`src/rtl/mem_stage_sram_ctrl.sv`:
```
// Memory stage of the 5-stage ARM pipeline: maps the EX/MEM ALU result onto a
// fixed-latency single-port SRAM and freezes earlier stages until the access ends.
module mem_stage_sram_ctrl #(
  parameter int          WAIT_CYCLES = 4,
  parameter logic [31:0] BASE_ADDR   = 32'd1024,
  parameter int          ADDR_W      = 16
) (
  input  logic              clk,
  input  logic              rst,
  input  logic [31:0]       ALU_res_in,
  input  logic [31:0]       Val_Rm_in,
  input  logic              MEM_R_EN_in,
  input  logic              MEM_W_EN_in,
  input  logic              WB_EN_in,
  input  logic [3:0]        Dest_in,
  output logic              freeze,
  output logic [31:0]       mem_data_out,
  output logic [31:0]       ALU_res_out,
  output logic              WB_EN_out,
  output logic              MEM_R_EN_out,
  output logic [3:0]        Dest_out,
  output logic              addr_err,
  output logic [ADDR_W-1:0] sram_addr,
  output logic [31:0]       sram_wdata,
  input  logic [31:0]       sram_rdata,
  output logic              sram_we_n,
  output logic              sram_oe_n
);

  typedef enum logic [1:0] {IDLE, ACCESS, DONE} state_t;

  localparam logic [3:0] LAST_CNT = 4'(WAIT_CYCLES - 1);

  state_t      state, next_state;
  logic [3:0]  cnt;
  logic        is_write;
  logic        req, wr_req, rd_req, in_range, last_cycle;
  logic [31:0] off;

  // A simultaneous read and write request is treated as a write.
  assign wr_req     = MEM_W_EN_in;
  assign rd_req     = MEM_R_EN_in & ~MEM_W_EN_in;
  assign req        = MEM_R_EN_in | MEM_W_EN_in;
  assign off        = ALU_res_in - BASE_ADDR;
  assign in_range   = (ALU_res_in >= BASE_ADDR) && ((off >> (ADDR_W + 2)) == 32'd0);
  assign last_cycle = (cnt == LAST_CNT);

  always_comb begin
    next_state = state;
    case (state)
      IDLE:    if (req) next_state = in_range ? ACCESS : DONE;
      ACCESS:  if (last_cycle) next_state = DONE;
      DONE:    next_state = IDLE;
      default: next_state = IDLE;
    endcase
  end

  always_ff @(posedge clk or negedge rst) begin
    if (!rst) begin
      state        <= IDLE;
      cnt          <= 4'd0;
      is_write     <= 1'b0;
      mem_data_out <= 32'd0;
      addr_err     <= 1'b0;
    end else begin
      state    <= next_state;
      addr_err <= (state == IDLE) && req && !in_range;
      case (state)
        IDLE: begin
          if (req) begin
            cnt      <= 4'd0;
            is_write <= wr_req;
            if (!in_range && rd_req) mem_data_out <= 32'd0;
          end
        end
        ACCESS: begin
          cnt <= cnt + 4'd1;
          if (last_cycle && !is_write) mem_data_out <= sram_rdata;
        end
        default: ;
      endcase
    end
  end

  // Freeze must drop as soon as reset asserts, even with a request still present.
  assign freeze = rst & (((state == IDLE) & req) | (state == ACCESS));

  assign sram_addr  = off[ADDR_W+1:2];
  assign sram_wdata = Val_Rm_in;
  assign sram_we_n  = !((state == ACCESS) && is_write);
  assign sram_oe_n  = !((state == ACCESS) && !is_write);

  assign ALU_res_out  = ALU_res_in;
  assign WB_EN_out    = WB_EN_in;
  assign MEM_R_EN_out = MEM_R_EN_in;
  assign Dest_out     = Dest_in;

endmodule

```
`config.mk`:
```
export PLATFORM = sky130hd
export DESIGN_NAME = mem_stage_sram_ctrl
export DESIGN_NICKNAME = d
export VERILOG_FILES = /design/src/rtl/mem_stage_sram_ctrl.sv
export SDC_FILE = /design/constraint.sdc
export NUM_CORES = 1
export LEC_CHECK = 0
export CAP_MARGIN = 20
export CORE_MARGIN = 1
export CORE_UTILIZATION = 36
export CTS_BUF_LIST = sky130_fd_sc_hd__clkbuf_8
export CTS_CLUSTER_SIZE = 28
export DETAILED_ROUTE_END_ITERATION = 8
export GPL_TIMING_DRIVEN = 1
export PLACE_DENSITY = 0.9
export SLEW_MARGIN = 10
export SYNTH_ARGS = -nofsm -noshare
export SYNTH_HDL_FRONTEND = slang
export SYNTH_SLANG_ARGS = --single-unit
```
`constraint.sdc`:
```
create_clock -name clk -period 5.55 [get_ports clk]
set_clock_uncertainty 0.05 [all_clocks]
set_input_delay 1.3875 -clock clk [delete_from_list [all_inputs] [get_ports clk]]
set_output_delay 1.3875 -clock clk [all_outputs]
set_load 0.01 [all_outputs]
```
==> results.py, run 1 <==
metrics = {
    "finish": {
        "fin_nets": 451,
        "diodes": 0,
        "area_delta_synth_final_pct": 32.63,
        "drive_gt1_frac": 0.1594,
        "final_cell_area_um2": 3515,
        "finalNonFillerCells": 441,
        "nFillCells": 628,
    },
    "global_route": {
        "grt_pass1_vias": 2168,
        "grt_usage": 0.1719,
        "grt_max_degree": 41,
        "overflow": 0,
        "antenna_found_initial": 0,
        "grt_pass1_wl_mm": 10.18,
    },
    "synth": {
        "ys_seq_area_frac": 0.3777,
        "synth_fp_nets": 403,
        "synthesis.instances": 296,
        "async_flop_share": 1.000,
        "synth_xor_area_frac": 0.01653,
        "synth.distinct_cells": 37,
        "syn-cell-area_um2": 2650,
        "synthMuxAreaShare": 0,
        "synth.avg_cell_area_um2": 8.953,
        "synth_top_family_by_area": "buffers and inverters",
        "synth-compound-area-share": 0.1624,
        "synthAdderAreaFrac": 0.009443,
        "yosysWarnings": 0,
        "synthSimpleGateAreaFrac": 0.1860,
        "ys.flop_type": "dfrtp_1",
        "synth_enable_flop_cells": 0,
        "synth_seq_cells": 40,
    },
    "worst_setup_path": {
        "cp.required_ns": 4.11,
        "arrival_ns": 3.61,
        "cp_slowest_cell": "clkdlybuf4s50_1",
        "critical_path.startpoint_type": "primary input",
        "cpPeakStageDelay_ns": 0.56,
        "path_cells": "clkdlybuf4s50_1 > inv_1 > ha_1 > or4b_1 > nor2_1 > xor2_1 > clkdlybuf4s50_1",
        "worst-setup-path-type": "in -> out",
        "cp_max_fo": 6,
        "reg2reg_depth": 6,
        "end_kind": "output pin",
        "cpMostUsedCell": "clkdlybuf4s50_1",
    },
    "timing": {
        "post-route-period-util": 0.9102,
        "hold_violations": 0,
        "rsz0062_at_grt": "false",
        "max_freq_mhz": 198.0,
        "finalSetupViolCount": 0,
        "worstMarginPinSlew_ns": 0.5296,
        "fin_crit_ns": 5.051,
        "worst_slack_ns": 0.4986,
        "final.setup.tns_ns": 0,
        "drv_slew": 0,
        "maxSlewHeadroom": 0.6469,
    },
    "route": {
        "drtAntennaViolNets": 0,
        "postRouteWirelength_mm": 6.626,
        "routed_via_density": 4.719,
        "vias": 2081,
        "drtPass1Iterations": 4,
        "wl_per_cell_um": 15.02,
        "drc": 0,
        "dr.first_iter.drc_count": 28,
    },
    "floorplan": {
        "io_pins": 227,
        "start_util": 0.3816,
        "die_area_um2": 7708,
        "die_x_um": 87.80,
        "fp-row-count": 30,
        "coreArea_um2": 6944,
        "die_h_um": 87.80,
    },
    "clock_tree": {
        "cts_htree_levels": 2,
        "numCtsBuffers": 5,
        "clkTransAtPathRegs_ns": 0.08,
        "ctsHoldBuffers": 0,
        "cts_tree": "built",
        "clk_path_buf_depth": 2,
        "post-cts-setup-buffers": 0,
        "cts_root_buf": "clkbuf_8",
        "cts_sinks": 40,
        "clk_latency_ns": 0.28,
        "cts-resized-gates": 0,
    },
    "placement": {
        "io_buffers": 124,
        "place_area_um2": 3407,
        "dp_cells": 433,
        "dp_hpwl_mm": 5.173,
        "pre_cts_slack_ns": 0.4833,
        "gp_congestion": 0.7723,
    },
    "hold_path": {
        "min_path_cells": 1,
        "hp-class": "reg -> reg",
    },
    "power_and_ir_drop": {
        "power.leakage_nw": 1.383,
        "p_per_area_nw_per_um2": 183.3,
        "ir_drop_v": 0.00008163,
        "total_power_mw": 0.6444,
    },
    "status": {
        "status": "completed",
    },
    "job": {
        "maxCapViolCount": 0,
    },
}
registers in the layout (all words and copies together) (netlist names):
| signal | count |
|---|---|
| addr_err | 1 |
| cnt | 4 |
| is_write | 1 |
| mem_data_out | 32 |
| state | 2 |
critical path, delay by kind of cell:
family        cells  cell delay (ns)
fa+ha+maj         1             0.26
buf+inv           3             1.13
xor+xnor          1             0.15
simple gates      2             0.69
cell usage after synthesis, drive strengths merged (3+ instances only):
master   n  area [um2]
a22o     4       35.03
or2      3       18.77
nor2     8       30.03
dfrtp   40        1001
nor4     3       18.77
inv      4       15.01
xor2     5       43.79
nand3    3       15.01
nand2   69       259.0
buf     81       619.3
clkbuf   6       22.52
a21oi   33       277.8
o21ai    7       38.78
nand2b   6       37.54
or3      3       25.03
nor3     5       25.02
layer usage:
metal	up-vias	wire length, um	track usage
met2	116	3513	0.3277
met3	11	643	0.07069
met1	962	2390	0.1732
met5	-	0	0
met4	0	79	0.03875
li1	992	-	-
power by group:
part           internal, mW  switching, mW
Combinational        0.0706         0.0486
Sequential            0.295        0.00290
Clock                 0.132         0.0961
layout make-up:
class,instances,area (um2),area share
Sequential cell,40,1001,0.2848
Clock inverter,3,38.79,0.01104
Multi-Input combinational cell,165,997.2,0.2837
Tap cell,96,120.1,0.03418
Inverter,4,15.01,0.004272
Timing Repair Buffer,128,1274,0.3624
Clock buffer,5,68.82,0.01958
final timing paths:
check                               start                to  slack (ns)
min in group asynchronous             rst  mem_data_out[14]        1.17
setup / recovery           ALU_res_in[10]     sram_addr[14]        0.50
hold reg to reg                  is_write          is_write        0.48
max in group asynchronous             rst            cnt[2]        3.91
setup reg to reg                 state[0]  mem_data_out[29]        3.61
hold / removal                   is_write          is_write        0.48
layout by cell type, fill, tap and decap left out, types with 2 or more instances in the layout:
cell type,n
nor2_1,8
a21oi_1,3
ha_1,2
o21ai_0,5
dfrtp_1,40
nor3_1,4
nor4_1,3
inv_1,5
a22o_1,4
a21oi_2,30
xor2_1,5
clkdlybuf4s50_1,123
clkbuf_8,5
nand3_1,3
or2_2,3
buf_4,3
nand2b_1,6
nand2_1,69
cell families (layout without fill, tap and decap cells):
logic type / count (synthesis) / in the layout
fa+ha+maj: 2 / 2
buf+inv: 91 / 140
xor+xnor: 5 / 5
simple gates: 107 / 107
compound gates: 51 / 51
flops: 40 / 40
per-stage QoR:
stage / utilization / hold WS [ns]
after floorplan: - / 0.4288
after global placement: 0.4885 / 0.4581
after detailed placement: 0.4906 / 0.4616
after CTS: 0.5061 / 0.4813
after global routing: 0.5061 / 0.4884
final: 0.5061 / 0.4784
(Power assumes the default switching activity.)
==> run 2: changes to the inputs <==
Clock period 5.55 ns to 6.5 ns, I/O delays scaled along.
==> run 2 against run 1 <==
  * Register-to-register slack gained 0.71 ns
  * Via count shrank 0.24%
  * Final cell count is the same
  * Clock power shrank 16%
  * Critical path depth is the same
  * Combinational power shrank 14%
  * Worst setup slack gained 0.44 ns
  * Total power shrank 15%
  * Critical endpoint unchanged
  * Sequential share of layout area is the same
  * Final area is the same
  * Die area is the same
==> results.py, run 2 (synthesized netlist as in run 1, its figures left out) <==
metrics = {
    "power_and_ir_drop": {
        "p_clk_frac": 0.350,
        "ir_drop_v": 0.00008726,
        "p_sw_mw": 0.1237,
        "internal_power_mw": 0.4242,
        "switching_share": 0.2258,
        "power.leakage_nw": 1.383,
        "power_frac_seq": 0.464,
        "pwr-share-comb": 0.186,
        "p_per_area_nw_per_um2": 155.9,
    },
    "finish": {
        "nFillCells": 645,
        "top_register": "mem_data_out",
        "post-route-util": 0.5061,
        "drive_gt1_frac": 0.1594,
        "fin_nets": 451,
        "final_common_cell": "clkdlybuf4s50_1",
        "area_delta_synth_final_pct": 32.63,
        "largestRegisters": "mem_data_out: 32 flops, cnt: 4 flops, state: 2 flops",
        "diodes": 0,
        "largest_reg_flops": 32,
        "final_cell_mix": "123 x clkdlybuf4s50_1, 69 x nand2_1, 40 x dfrtp_1, 30 x a21oi_2, 8 x nor2_1",
    },
    "clock_tree": {
        "numCtsBuffers": 5,
        "cts-resized-gates": 0,
        "cts_tree": "built",
        "clk_latency_ns": 0.28,
        "cts_root_buf": "clkbuf_8",
        "clkTransAtPathRegs_ns": 0.07,
        "cts_sinks": 40,
        "ctsHoldBuffers": 0,
        "clk_path_buf_depth": 2,
        "cts_htree_levels": 2,
        "post-cts-setup-buffers": 0,
    },
    "worst_setup_path": {
        "path_cells": "clkdlybuf4s50_1 > inv_1 > ha_1 > or4b_1 > nor2_1 > xor2_1 > clkdlybuf4s50_1",
        "cp_slowest_cell": "clkdlybuf4s50_1",
        "cpPeakStageDelay_ns": 0.56,
        "cp.required_ns": 4.83,
        "cp_max_fo": 6,
        "critical_path.startpoint_type": "primary input",
        "worst-setup-path-type": "in -> out",
        "cpMostUsedCell": "clkdlybuf4s50_1",
        "end_kind": "output pin",
        "arrival_ns": 3.89,
    },
    "global_route": {
        "antenna_found_initial": 0,
        "grt_max_degree": 41,
        "grt_pass1_wl_mm": 10.09,
        "overflow": 0,
        "grt_pass1_vias": 2110,
        "grt_usage": 0.1694,
    },
    "floorplan": {
        "io_pins": 227,
        "die_x_um": 87.80,
        "coreArea_um2": 6944,
        "fp-row-count": 30,
        "die_h_um": 87.80,
        "die_area_um2": 7708,
        "start_util": 0.3816,
    },
    "route": {
        "vias": 2076,
        "wl_per_cell_um": 14.87,
        "drc": 0,
        "routed_via_density": 4.707,
        "drtAntennaViolNets": 0,
        "dr.first_iter.drc_count": 43,
        "drtPass1Iterations": 4,
        "postRouteWirelength_mm": 6.556,
    },
    "timing": {
        "finalSetupViolCount": 0,
        "drv_slew": 0,
        "maxSlewHeadroom": 0.5760,
        "rsz0062_at_grt": "false",
        "hold_violations": 0,
        "post-route-period-util": 0.8558,
        "worst_slack_ns": 0.9376,
        "worstMarginPinSlew_ns": 0.6360,
        "final.setup.tns_ns": 0,
        "max_freq_mhz": 179.8,
        "fin_crit_ns": 5.562,
    },
    "status": {
        "status": "completed",
    },
    "placement": {
        "io_buffers": 124,
        "dp_hpwl_mm": 5.124,
        "pre_cts_slack_ns": 0.9392,
        "gp_congestion": 0.7751,
    },
    "job": {
        "maxCapViolCount": 0,
    },
    "hold_path": {
        "hp-class": "reg -> reg",
    },
}
run 2: layout make-up:
type                    instances  area, um2  area share
well taps                      96      120.1     0.03418
clock buffers                   5      68.82     0.01958
clock inverters                 3      38.79     0.01104
flip-flops and latches         40       1001      0.2848
repair buffers                128       1274      0.3624
inverters                       4      15.01    0.004272
multi-input cells             165      997.2      0.2837
run 2: metrics by stage:
step                hold WS [ns]  std cells  cell area (um2)  power [mW]
floorplan                 0.4288        296             2650      0.3333
global placement          0.4579        432             3392      0.3601
detailed placement        0.4589        433             3407      0.3613
CTS                       0.4818        441             3515      0.5569
global route              0.4950        441             3515      0.5735
finish                    0.4783        441             3515      0.5479
run 2: routing by layer:
metal	track usage	up-vias	routed length (um)
li1	-	991	-
met3	0.06409	10	639
met2	0.3157	117	3359
met5	0	-	0
met1	0.1787	958	2483
met4	0.04173	0	73
run 2: power groups by stage:
stage                     clock network [mW]  logic, mW  registers, mW
after floorplan                            0     0.0745          0.259
after global placement                     0      0.101          0.259
after detailed placement                   0      0.103          0.259
after CTS                              0.200      0.103          0.254
after global routing                   0.209      0.110          0.254
final                                  0.192      0.102          0.254
run 2: critical path, delay by kind of cell:
family	cells	cell delay (ns)
and+or+nand+nor	2	0.70
xor gates and xnor gates	1	0.16
buffers and inverters	3	1.14
adders and majority gates	1	0.26
run 2: path summary, 6_finish.rpt:
kind                            slack (ns)              from  depth (start not counted)                to
max in group asynchronous             4.62               rst                          2   mem_data_out[4]
min in group asynchronous             1.44               rst                          2  mem_data_out[15]
worst max register to register        4.32          state[1]                          6  mem_data_out[19]
worst min-delay path                  0.48  mem_data_out[29]                          2  mem_data_out[29]
worst max-delay path                  0.94    ALU_res_in[10]                          7     sram_addr[14]
worst min register to register        0.48  mem_data_out[29]                          2  mem_data_out[29]
==> run 3: changes to the inputs <==
Settings changed: CORE_UTILIZATION 36 to 30, PLACE_DENSITY 0.9 to 0.77.
==> run 3 against run 2 <==
  * Combinational power hardly changed
  * First-iteration DRC count is 12% lower
  * Critical path type unchanged
  * Clock-buffer cell count is 2 higher
  * Largest power group unchanged
  * Final cell count is 2.0% higher
  * Critical path depth stayed put
  * Critical endpoint unchanged
  * Register-to-register slack worse by 0.21 ns
  * Global-route usage is 2.7 points lower
  * Worst hold slack better by 0.0025 ns
  * Via count is 0.19% lower
  * Non-clock buffer count stayed put
  * Total power is 5.4% higher
==> results.py, run 3 (synthesized netlist as in run 1, its figures left out) <==
metrics = {
    "status": {
        "status": "completed",
    },
    "route": {
        "drc": 0,
        "drtPass1Iterations": 4,
        "dr.first_iter.drc_count": 38,
        "vias": 2072,
        "routed_via_density": 4.604,
        "postRouteWirelength_mm": 6.636,
        "wl_per_cell_um": 14.75,
        "drtAntennaViolNets": 0,
    },
    "timing": {
        "worstMarginPinSlew_ns": 0.9741,
        "drv_slew": 0,
        "finalSetupViolCount": 0,
        "rsz0062_at_grt": "false",
        "max_freq_mhz": 179.7,
        "maxSlewHeadroom": 0.3471,
        "post-route-period-util": 0.8562,
        "final.setup.tns_ns": 0,
        "fin_crit_ns": 5.566,
        "hold_violations": 0,
        "worst_slack_ns": 0.9344,
    },
    "clock_tree": {
        "cts_htree_levels": 2,
        "clk_latency_ns": 0.29,
        "cts-resized-gates": 0,
        "ctsHoldBuffers": 0,
        "cts_root_buf": "clkbuf_8",
        "numCtsBuffers": 5,
        "cts_tree": "built",
        "clk_path_buf_depth": 2,
        "cts_sinks": 40,
        "post-cts-setup-buffers": 0,
        "clkTransAtPathRegs_ns": 0.08,
    },
    "global_route": {
        "antenna_found_initial": 0,
        "grt_pass1_wl_mm": 10.17,
        "grt_max_degree": 41,
        "grt_pass1_vias": 2154,
        "overflow": 0,
        "grt_usage": 0.1425,
    },
    "floorplan": {
        "coreArea_um2": 8382,
        "io_pins": 227,
        "fp-row-count": 33,
        "start_util": 0.3162,
        "die_h_um": 95.99,
        "die_x_um": 95.99,
        "die_area_um2": 9213,
    },
    "worst_setup_path": {
        "reg2reg_depth": 6,
        "arrival_ns": 3.89,
        "critical_path.startpoint_type": "primary input",
        "rrSetupSlack_ns": 4.11,
        "cp.required_ns": 4.83,
        "end_kind": "output pin",
        "r2r_start": "state[0]",
        "timing.rr.end": "mem_data_out[29]",
        "cp_max_fo": 6,
        "worst-setup-path-type": "in -> out",
    },
    "finish": {
        "final_common_cell": "clkdlybuf4s50_1",
        "largestRegisters": "mem_data_out: 32 flops, cnt: 4 flops, state: 2 flops",
        "top_register": "mem_data_out",
        "final_cell_mix": "123 x clkdlybuf4s50_1, 69 x nand2_1, 40 x dfrtp_1, 30 x a21oi_2, 8 x nor2_1",
        "nFillCells": 831,
        "area_delta_synth_final_pct": 33.47,
        "finalNonFillerCells": 450,
        "diodes": 0,
        "drive_gt1_frac": 0.1623,
        "largest_reg_flops": 32,
        "fin_nets": 451,
        "final_cell_area_um2": 3537,
        "post-route-util": 0.4220,
    },
    "placement": {
        "dp_cells": 442,
        "place_area_um2": 3411,
        "io_buffers": 124,
        "gp_congestion": 0.8038,
        "dp_hpwl_mm": 5.156,
        "pre_cts_slack_ns": 0.9240,
    },
    "hold_path": {
        "hp-class": "reg -> reg",
        "hold_start": "is_write",
        "min_path_cells": 1,
        "hold_path_end": "is_write",
    },
    "power_and_ir_drop": {
        "ir_drop_v": 0.00007587,
        "p_per_area_nw_per_um2": 163.3,
        "power.leakage_nw": 1.385,
    },
    "job": {
        "maxCapViolCount": 0,
    },
}
run 3: changes by cell type in the layout (fill, tap and decap cells not counted):
| cell | delta |
|---|---|
| clkinv_2 | -1 |
| buf_8 | -1 |
| buf_4 | +1 |
| clkbuf_8 | +2 |
| inv_1 | -1 |
run 3: final cells by class:
cell class	instances	area [um2]	area share
clock buffers	7	96.34	0.02724
inverters	4	15.01	0.004245
multi-input cells	165	997.2	0.2819
repair buffers	128	1266	0.3580
well taps	105	131.4	0.03714
flip-flops and latches	40	1001	0.2830
clock inverters	1	30.03	0.008490
run 3: metal layers:
metal / part of all wire / global-route usage / up-vias
met2: 0.49 / 0.2565 / 115
met1: 0.38 / 0.1502 / 950
li1: - / - / 994
met4: 0.022 / 0.05224 / 0
met5: 0 / 0 / -
met3: 0.10 / 0.05371 / 13
run 3: metrics by stage:
stage	hold WS (ns)	power, mW
5_1_grt	0.5062	0.6022
3_3_place_gp	0.4608	0.3612
2_1_floorplan	0.4288	0.3333
6_report	0.4808	0.5775
4_1_cts	0.4832	0.5871
3_5_place_dp	0.4646	0.3618
run 3: worst max-delay path, stage by stage:
cell and delay [ns]:
clkdlybuf4s50_1 0.48, inv_1 0.11, ha_1 0.30, or4b_1 0.53, nor2_1 0.14, xor2_1 0.17
clkdlybuf4s50_1 0.55
run 3: where the power goes:
| part | switching, mW | internal, mW |
|---|---|---|
| clock | 0.0854 | 0.136 |
| sequential | 0.00243 | 0.251 |
| combinational | 0.0422 | 0.0605 |
| total | 0.130 | 0.447 |
run 3: how the worst max path moves through the flow:
| stage | start | end | slack (ns) | cells past startpoint |
|---|---|---|---|---|
| detailed placement | ALU_res_in[10] | sram_addr[14] | 0.92 | 7 |
| floorplan | ALU_res_in[10] | sram_addr[14] | 2.00 | 5 |
| finish | ALU_res_in[10] | sram_addr[14] | 0.93 | 7 |
| global route | ALU_res_in[10] | sram_addr[14] | 0.82 | 7 |
| global placement | ALU_res_in[10] | sram_addr[14] | 0.99 | 7 |
| CTS | ALU_res_in[10] | sram_addr[14] | 0.92 | 7 |
